File: config.mk
export PLATFORM = sky130hd
export DESIGN_NAME = vga_timing_gen_flat
export DESIGN_NICKNAME = d
export VERILOG_FILES = /design/src/rtl/vga_timing_gen_pkg.sv /design/src/rtl/vga_timing_gen_if.sv /design/src/rtl/vga_pipe_delay.sv /design/src/rtl/vga_timing_gen.sv /design/src/flat_wrapper.sv
export SDC_FILE = /design/constraint.sdc
export NUM_CORES = 1
export LEC_CHECK = 0
export ABC_AREA = 1
export CORE_MARGIN = 2
export CORE_UTILIZATION = 24
export CTS_CLUSTER_DIAMETER = 30
export CTS_CLUSTER_SIZE = 28
export DETAILED_ROUTE_END_ITERATION = 7
export PLACE_DENSITY_LB_ADDON = 0.05
export SETUP_SLACK_MARGIN = 0.5
export SYNTH_ARGS = -nofsm -noshare
export SYNTH_HDL_FRONTEND = slang
export SYNTH_SLANG_ARGS = --single-unit
File: constraint.sdc
create_clock -name vga_clk -period 1.7 [get_ports vga_clk]
set_clock_uncertainty 0.15 [all_clocks]
set_input_delay 0.34 -clock vga_clk [delete_from_list [all_inputs] [get_ports vga_clk]]
set_output_delay 0.34 -clock vga_clk [all_outputs]
set_load 0.005 [all_outputs]
File: src/rtl/vga_timing_gen_pkg.sv
// Shared VGA timing defaults and colour helpers for the vga_timing_gen slice.
package vga_timing_gen_pkg;

    localparam int unsigned DEF_H_ACTIVE = 640;
    localparam int unsigned DEF_H_FP     = 16;
    localparam int unsigned DEF_H_SYNC   = 96;
    localparam int unsigned DEF_H_BP     = 48;
    localparam int unsigned DEF_V_ACTIVE = 480;
    localparam int unsigned DEF_V_FP     = 10;
    localparam int unsigned DEF_V_SYNC   = 2;
    localparam int unsigned DEF_V_BP     = 33;
    localparam logic        DEF_SYNC_POL = 1'b0;
    localparam int unsigned DEF_PIPE_DLY = 2;

    localparam int unsigned COORD_W   = 10;
    localparam logic [7:0]  COL_BLACK = 8'h00;

    typedef struct packed {
        logic [7:0] r;
        logic [7:0] g;
        logic [7:0] b;
    } rgb_t;

    // RRRGGGBB -> 8 bits per channel by bit replication
    function automatic rgb_t expand_rgb(input logic [7:0] c);
        rgb_t o;
        o.r = {c[7:5], c[7:5], c[7:6]};
        o.g = {c[4:2], c[4:2], c[4:3]};
        o.b = {4{c[1:0]}};
        return o;
    endfunction

    function automatic logic in_window(input logic [COORD_W-1:0] c,
                                       input int unsigned lo,
                                       input int unsigned len);
        return (32'(c) >= lo) && (32'(c) < lo + len);
    endfunction

endpackage

File: src/rtl/vga_timing_gen_if.sv
// Renderer and DAC signal bundle of vga_timing_gen; test_pattern exists only with VGA_TEST_PATTERN_EN.
interface vga_timing_gen_if;
    logic [7:0] pixel_color;
    logic [9:0] x;
    logic [9:0] y;
    logic       active;
    logic       frame_start;
    logic       vga_hs;
    logic       vga_vs;
    logic       vga_blank_n;
    logic [7:0] vga_r;
    logic [7:0] vga_g;
    logic [7:0] vga_b;
`ifdef VGA_TEST_PATTERN_EN
    logic       test_pattern;

    modport master (
        input  pixel_color, test_pattern,
        output x, y, active, frame_start, vga_hs, vga_vs, vga_blank_n, vga_r, vga_g, vga_b
    );
    modport slave (
        output pixel_color, test_pattern,
        input  x, y, active, frame_start, vga_hs, vga_vs, vga_blank_n, vga_r, vga_g, vga_b
    );
`else
    modport master (
        input  pixel_color,
        output x, y, active, frame_start, vga_hs, vga_vs, vga_blank_n, vga_r, vga_g, vga_b
    );
    modport slave (
        output pixel_color,
        input  x, y, active, frame_start, vga_hs, vga_vs, vga_blank_n, vga_r, vga_g, vga_b
    );
`endif
endinterface

File: src/rtl/vga_pipe_delay.sv
// Fixed-depth shift register with asynchronous reset to a configurable value.
module vga_pipe_delay #(
    parameter int unsigned           WIDTH     = 1,
    parameter int unsigned           DEPTH     = 2,
    parameter logic [WIDTH-1:0]      RESET_VAL = '0
) (
    input  logic             clk,
    input  logic             rst_n,
    input  logic [WIDTH-1:0] din,
    output logic [WIDTH-1:0] dout
);

    logic [WIDTH-1:0] stage [DEPTH];

    always_ff @(posedge clk or negedge rst_n) begin
        if (!rst_n) begin
            for (int unsigned i = 0; i < DEPTH; i++) begin
                stage[i] <= RESET_VAL;
            end
        end else begin
            stage[0] <= din;
            for (int unsigned i = 1; i < DEPTH; i++) begin
                stage[i] <= stage[i-1];
            end
        end
    end

    assign dout = stage[DEPTH-1];

endmodule

File: src/rtl/vga_timing_gen.sv
// VGA raster counters, sync decode aligned to renderer latency, and DAC output register.
// Optional bar test pattern enabled by defining VGA_TEST_PATTERN_EN.
module vga_timing_gen
    import vga_timing_gen_pkg::*;
#(
    parameter int unsigned H_ACTIVE = DEF_H_ACTIVE,
    parameter int unsigned H_FP     = DEF_H_FP,
    parameter int unsigned H_SYNC   = DEF_H_SYNC,
    parameter int unsigned H_BP     = DEF_H_BP,
    parameter int unsigned V_ACTIVE = DEF_V_ACTIVE,
    parameter int unsigned V_FP     = DEF_V_FP,
    parameter int unsigned V_SYNC   = DEF_V_SYNC,
    parameter int unsigned V_BP     = DEF_V_BP,
    parameter logic        SYNC_POL = DEF_SYNC_POL,
    parameter int unsigned PIPE_DLY = DEF_PIPE_DLY
) (
    input  logic              vga_clk,
    input  logic              rst_n,
    vga_timing_gen_if.master  bus
);

    localparam int unsigned H_TOTAL = H_ACTIVE + H_FP + H_SYNC + H_BP;
    localparam int unsigned V_TOTAL = V_ACTIVE + V_FP + V_SYNC + V_BP;
    localparam logic [COORD_W-1:0] H_LAST = COORD_W'(H_TOTAL - 1);
    localparam logic [COORD_W-1:0] V_LAST = COORD_W'(V_TOTAL - 1);

    logic [COORD_W-1:0] x_q, y_q;
    logic               frame_q;
    logic               active, hs_raw, vs_raw;
    logic [2:0]         raw, dly;
    logic [7:0]         src_col;
    rgb_t               px, rgb_q;
    logic               hs_q, vs_q, blank_n_q;

    // frame_start marks a wrap only, so the first frame after reset never flags
    always_ff @(posedge vga_clk or negedge rst_n) begin
        if (!rst_n) begin
            x_q     <= '0;
            y_q     <= '0;
            frame_q <= 1'b0;
        end else begin
            frame_q <= 1'b0;
            if (x_q == H_LAST) begin
                x_q <= '0;
                if (y_q == V_LAST) begin
                    y_q     <= '0;
                    frame_q <= 1'b1;
                end else begin
                    y_q <= y_q + 1'b1;
                end
            end else begin
                x_q <= x_q + 1'b1;
            end
        end
    end

    always_comb begin
        active = (32'(x_q) < H_ACTIVE) && (32'(y_q) < V_ACTIVE);
        hs_raw = in_window(x_q, H_ACTIVE + H_FP, H_SYNC) ? SYNC_POL : ~SYNC_POL;
        vs_raw = in_window(y_q, V_ACTIVE + V_FP, V_SYNC) ? SYNC_POL : ~SYNC_POL;
        raw    = {hs_raw, vs_raw, active};
    end

    vga_pipe_delay #(
        .WIDTH     (3),
        .DEPTH     (PIPE_DLY),
        .RESET_VAL ({~SYNC_POL, ~SYNC_POL, 1'b0})
    ) u_sync_dly (
        .clk   (vga_clk),
        .rst_n (rst_n),
        .din   (raw),
        .dout  (dly)
    );

`ifdef VGA_TEST_PATTERN_EN
    logic [2:0] bar_idx;

    vga_pipe_delay #(
        .WIDTH     (3),
        .DEPTH     (PIPE_DLY),
        .RESET_VAL (3'b000)
    ) u_bar_dly (
        .clk   (vga_clk),
        .rst_n (rst_n),
        .din   (x_q[8:6]),
        .dout  (bar_idx)
    );

    always_comb src_col = bus.test_pattern ? {bar_idx, bar_idx, bar_idx[2:1]} : bus.pixel_color;
`else
    always_comb src_col = bus.pixel_color;
`endif

    always_comb px = dly[0] ? expand_rgb(src_col) : expand_rgb(COL_BLACK);

    always_ff @(posedge vga_clk or negedge rst_n) begin
        if (!rst_n) begin
            hs_q      <= ~SYNC_POL;
            vs_q      <= ~SYNC_POL;
            blank_n_q <= 1'b0;
            rgb_q     <= '0;
        end else begin
            hs_q      <= dly[2];
            vs_q      <= dly[1];
            blank_n_q <= dly[0];
            rgb_q     <= px;
        end
    end

    assign bus.x           = x_q;
    assign bus.y           = y_q;
    assign bus.active      = active;
    assign bus.frame_start = frame_q;
    assign bus.vga_hs      = hs_q;
    assign bus.vga_vs      = vs_q;
    assign bus.vga_blank_n = blank_n_q;
    assign bus.vga_r       = rgb_q.r;
    assign bus.vga_g       = rgb_q.g;
    assign bus.vga_b       = rgb_q.b;

endmodule
File: src/flat_wrapper.sv
// flat-port wrapper written by rule: the top's interface ports become plain ports
module vga_timing_gen_flat import vga_timing_gen_pkg::*;
#(
    parameter int unsigned H_ACTIVE = DEF_H_ACTIVE,
    parameter int unsigned H_FP     = DEF_H_FP,
    parameter int unsigned H_SYNC   = DEF_H_SYNC,
    parameter int unsigned H_BP     = DEF_H_BP,
    parameter int unsigned V_ACTIVE = DEF_V_ACTIVE,
    parameter int unsigned V_FP     = DEF_V_FP,
    parameter int unsigned V_SYNC   = DEF_V_SYNC,
    parameter int unsigned V_BP     = DEF_V_BP,
    parameter logic        SYNC_POL = DEF_SYNC_POL,
    parameter int unsigned PIPE_DLY = DEF_PIPE_DLY
)
  (vga_clk, rst_n, bus_pixel_color, bus_x, bus_y, bus_active, bus_frame_start, bus_vga_hs, bus_vga_vs, bus_vga_blank_n, bus_vga_r, bus_vga_g, bus_vga_b);
  vga_timing_gen_if bus_i ();
  input  logic vga_clk;
  input  logic rst_n;
  input wire logic [$bits(bus_i.pixel_color)-1:0] bus_pixel_color;
  output wire logic [$bits(bus_i.x)-1:0] bus_x;
  output wire logic [$bits(bus_i.y)-1:0] bus_y;
  output wire logic [$bits(bus_i.active)-1:0] bus_active;
  output wire logic [$bits(bus_i.frame_start)-1:0] bus_frame_start;
  output wire logic [$bits(bus_i.vga_hs)-1:0] bus_vga_hs;
  output wire logic [$bits(bus_i.vga_vs)-1:0] bus_vga_vs;
  output wire logic [$bits(bus_i.vga_blank_n)-1:0] bus_vga_blank_n;
  output wire logic [$bits(bus_i.vga_r)-1:0] bus_vga_r;
  output wire logic [$bits(bus_i.vga_g)-1:0] bus_vga_g;
  output wire logic [$bits(bus_i.vga_b)-1:0] bus_vga_b;
  assign bus_i.pixel_color = bus_pixel_color;
  assign bus_x = bus_i.x;
  assign bus_y = bus_i.y;
  assign bus_active = bus_i.active;
  assign bus_frame_start = bus_i.frame_start;
  assign bus_vga_hs = bus_i.vga_hs;
  assign bus_vga_vs = bus_i.vga_vs;
  assign bus_vga_blank_n = bus_i.vga_blank_n;
  assign bus_vga_r = bus_i.vga_r;
  assign bus_vga_g = bus_i.vga_g;
  assign bus_vga_b = bus_i.vga_b;
  vga_timing_gen #(.H_ACTIVE(H_ACTIVE), .H_FP(H_FP), .H_SYNC(H_SYNC), .H_BP(H_BP), .V_ACTIVE(V_ACTIVE), .V_FP(V_FP), .V_SYNC(V_SYNC), .V_BP(V_BP), .SYNC_POL(SYNC_POL), .PIPE_DLY(PIPE_DLY)) u_core (.vga_clk(vga_clk), .rst_n(rst_n), .bus(bus_i));
endmodule
== Yosys cells after proc, flatten, opt, wreduce, memory -nomap -nowiden ==
Index checks and enable logic that the tools add are counted.
Word-level totals
  logic and storage cells: 31
  output and inout bits: 49
  register bits after elaboration: 54
  input port bits: 10
Cells by class
  mux-type cells: 7
  add/subtract/negate cells: 2
  magnitude comparators: 6
  reductions and logical operators: 3
  equality and inequality tests: 2
Operator list (count)
  24-bit two-way mux: 1
  10-bit by 1-bit adder with 10-bit output (second input constant): 2
  10-bit equality test (second input constant): 2
  10-bit < comparator (second input constant): 2
  10-bit by 9-bit < comparator with 1-bit output (second input constant): 2
  10-bit two-way mux: 2
  10-bit >= comparator (second input constant): 1
  10-bit by 9-bit >= comparator with 1-bit output (second input constant): 1
  1-bit two-way mux: 4
  1-bit logical AND: 3

== Longest topological paths before layout ==
  word-level depth: 3
  mapped depth: 8
  gate-level depth less buffers: 8

== Hierarchy ==
From an unflattened synthesis, not the netlist that was laid out.
Second synthesis, totals
  cells, all modules: 215
  area, all modules: 1890.6 um2
Modules (own cells, without submodules)
  vga_timing_gen: cells each 206, times used 1, area each 1712.9 um2, seq. area each 803.3 um2
  vga_pipe_delay: cells each 9, times used 1, area each 177.7 um2, seq. area each 155.1 um2

== Worst setup path after synthesis ==
No wires, ideal clock.
  path kind: register to output
  start: register u_core.x_q[8] (netlist: u_core.bus.x[8])
  end: output port bus_active
  cell stages (with the launch flop): 4
  path slack: 164 ps
  data required time: 1210 ps
  data arrival time: 1046 ps
  cell sequence: dfrtp_1 -> nand2_1 -> inv_1 -> nor4_1
On the way
  word-level cells in the longest chain between the ends: 2
Ends and longest elaborated chain
  start, declared: RTL line vga_timing_gen.sv:27  | logic [COORD_W-1:0] x_q, y_q;
  start signal, assigned: RTL line vga_timing_gen.sv:52  | x_q <= x_q + 1'b1;
  10-bit < comparator: RTL line vga_timing_gen.sv:58  | active = (32'(x_q) < H_ACTIVE) && (32'(y_q) < V_ACTIVE);
  1-bit logical AND: RTL line vga_timing_gen.sv:58
  end, declared: RTL line flat_wrapper.sv:22  | output wire logic [$bits(bus_i.active)-1:0] bus_active;
Every way passes these cells.

== Final worst setup path ==
  start: register u_core.y_q[7] (netlist: u_core.bus.y[7])
  end: output port bus_active
On the way
  word-level cells in the longest chain between the ends: 2
Ends and longest elaborated chain
  start, declared: RTL line vga_timing_gen.sv:27
  start signal, assigned: RTL line vga_timing_gen.sv:49  | y_q <= y_q + 1'b1;
  10-bit by 9-bit < comparator with 1-bit output: RTL line vga_timing_gen.sv:58
  1-bit logical AND: RTL line vga_timing_gen.sv:58
Every way passes these cells.

==> impl_metrics.json <==
{
  "multi_input_area_um2": 843,
  "tightestPinTransition_ns": 0.285,
  "layout_min_cycle_time_ns": 1.80,
  "grt_pass1_wl_mm": 8.28,
  "portBuffers": 58,
  "async_flop_share_pct": 100,
  "ys_seq_area_share_pct": 51.2,
  "fin_crit_sh_pct": 106,
  "critical_path.top_delay_family": "simple AND/OR/NAND/NOR gates",
  "numClockSinks": 38,
  "setup_violations": 1,
  "die_area_um2": 8520,
  "cp_cell_sequence": "nand2_2, nor2_4, nor4_4, buf_2",
  "synth_warnings": 0,
  "hold_violations": 0,
  "holdWs_ns": 0.207,
  "ys_seq_elements": 38,
  "maxCapViolations": 0,
  "p_int_w": 0.00157,
  "violations": "setup timing",
  "r2r_slack_ns": 0.04,
  "hold_path.class": "register to register",
  "ys_types": 28,
  "slew_headroom_pct": 80.9,
  "synth_top_cell_by_area": "dfrtp_1",
  "setup_slack_ns": -0.0989,
  "start_util_pct": 24.5,
  "clockBufferDepth": 2,
  "grt_usage_pct": 12.6,
  "critPathMaxFanout": 2,
  "worstPathRequired_ns": 1.21,
  "synth_area_um2": 1870,
  "fp.dieW_um": 92.3,
  "grt_max_degree": 39,
  "total_power_w": 0.00198,
  "antenna_cells": 0,
  "clockPowerShare_pct": 48.2,
  "powerDensity_nw_per_um2": 577,
  "num_io_pins": 59,
  "syn_nets": 224,
  "drtAntennaViolNets": 0,
  "dr.pass1.iters": 4,
  "drt_iter0_markers": 71,
  "vias_per_cell": 4.05,
  "core_area_um2": 7650,
  "synth_edf_count": 0,
  "yosys-top-cells-area": "dfrtp_1, dfstp_2, nand2_1",
  "syn_area_per_cell_um2": 8.91,
  "outcome": "complete, but fails checks",
  "drv_slew": 0,
  "end_kind": "output pin",
  "num_rows": 32,
  "p_switching_w": 0.000415,
  "post-dp-hpwl_mm": 3.29,
  "yosys.area.top_type_share_pct": 42.8,
  "wl_mm": 5.23,
  "antenna_found_initial": 0,
  "critPathKind": "register to output pin",
  "pwr-share-comb_pct": 5.5,
  "start_kind": "register",
  "max_clock_freq_ghz": 0.556,
  "rsz0062_at_grt": "yes",
  "switching_share_pct": 21.0,
  "cp_slowest_cell": "dfrtp_1",
  "grt_pass1_vias": 1727,
  "crit_buf_inv": 1,
  "post_drt_wl_per_cell_um": 12.0,
  "gp_congestion": 0.769,
  "ff_latch_area_um2": 962,
  "drc": 0,
  "critPathMaxStageDelay_ns": 0.40,
  "arrival_ns": 1.31,
  "cts_tree": "yes",
  "nNetsFinal": 346,
  "ir_worst_vdd_mv": 0.371,
  "drive_gt1_share_pct": 57.4,
  "ys.flop_type": "dfrtp_1",
  "pre_cts_slack_ns": -0.211,
  "via_count": 1763,
  "synth_most_common_cell": "nand2_1",
  "leakage_nw": 1.72,
  "fillCellCount": 758,
  "synthCells": 210,
  "clk_latency_ns": 0.30,
  "cts_made_buffers": 5,
  "fin_util_pct": 44.9,
  "area_growth_pct": 83.7,
  "sequentialPowerShare_pct": 46.3,
  "ctsHtreeMaxLevel": 2,
  "clockRootBuffer": "clkbuf_8",
  "die_h_um": 92.3,
  "gr-total-overflow": 0,
  "synth_common_cells": "nand2_1, inv_1, dfrtp_1, buf_4, nand3_1",
  "clk_pin_slew_worst_paths_ns": 0.08
}
[through the flow]
stage	instances	setup TNS, ns	instance area, um2
2_1_floorplan	210	0	1880
3_3_place_gp	377	-0.157	2650
3_5_place_dp	377	-0.211	2650
4_1_cts	426	-0.166	3290
5_1_grt	435	-0.384	3440
6_report	435	-0.0989	3440
[power groups by stage]
stage | combinational (W) | sequential, W | clock [W]
floorplan | 0.0000368 | 0.000939 | 0
global placement | 0.000113 | 0.000937 | 0
detailed placement | 0.000113 | 0.000938 | 0
CTS | 0.000112 | 0.000919 | 0.000980
global route | 0.000119 | 0.000920 | 0.00102
finish | 0.000108 | 0.000919 | 0.000955
[flip-flops by register name (all words and copies together) (netlist names), 2 cells and up]
register                 count
u_core.bus.x                10
u_core.bus.y                10
u_core.bus.vga_g             3
u_core.bus.vga_r             3
u_core.u_sync_dly.dout       3
u_core.u_sync_dly.stage      3
u_core.bus.vga_b             2
[per-layer routing]
layer	track usage, %	vias to the layer above	part of all wire [%]
met5	0	-	0
met4	4.48	0	1.2
met3	2.79	6	4.8
met2	20.5	48	48
met1	16.5	823	46
li1	-	886	-
[area by class of cell]
class                   count  area share [%]
clock inverters             3            2.00
flip-flops and latches     38            28.0
well taps                 102            3.71
clock buffers               5            2.00
inverters                  36            4.15
multi-input cells         117            24.5
repair buffers            134            35.6
[kinds of logic after synthesis]
logic type	count (synthesis)	share of synthesized area (%)
flops	38	51.2
compound gates	15	4.15
buf+inv	55	14.9
fa+ha+maj	4	2.68
xor+xnor	6	2.81
simple gates	92	24.2
[worst paths after layout]
check / start / end / cells after the start
worst max-delay path: u_core.bus.y[7] / bus_active / 4
worst min-delay path: u_core.u_sync_dly.dout[2] / u_core.bus.vga_hs / 0
worst max register to register: u_core.bus.x[1] / u_core.bus.y[0] / 9
worst min register to register: u_core.u_sync_dly.dout[2] / u_core.bus.vga_hs / 0
max in group asynchronous: rst_n / u_core.u_sync_dly.stage[5] / 3
min in group asynchronous: rst_n / u_core.bus.x[1] / 3
[worst register-to-register path, cell delays in order, from the launching register on]
cell and delay (ns):
dfrtp_1 0.39, buf_6 0.11, ha_4 0.13, nand2_4 0.05, nor2_4 0.15, nand3_4 0.12
nor2_8 0.20, buf_8 0.17, nand3_2 0.06, o21ai_1 0.07
[what timing repair did]
action                     in CTS  in global routing
setup endpoints to repair      70                 72
hold buffers                    1                  0
setup buffers                  40                  9
resized for setup             295                 27
hold endpoints to repair       32                  0
pin swaps                      19                 14
[layout by cell type, fill, tap and decap left out, types with 4 or more instances in the layout]
master	count
nand4_1	8
inv_1	28
buf_2	28
inv_2	5
o21ai_1	5
nand3_1	6
dfrtp_1	29
clkbuf_8	5
nand2_1	33
buf_4	30
nand3_2	5
buf_6	65
dfstp_2	6
o21ai_2	5
nand2_2	9
nor2_1	8
clkdlybuf4s50_1	8
nor2_4	4
xor2_1	6
(Power assumes the default switching activity.)
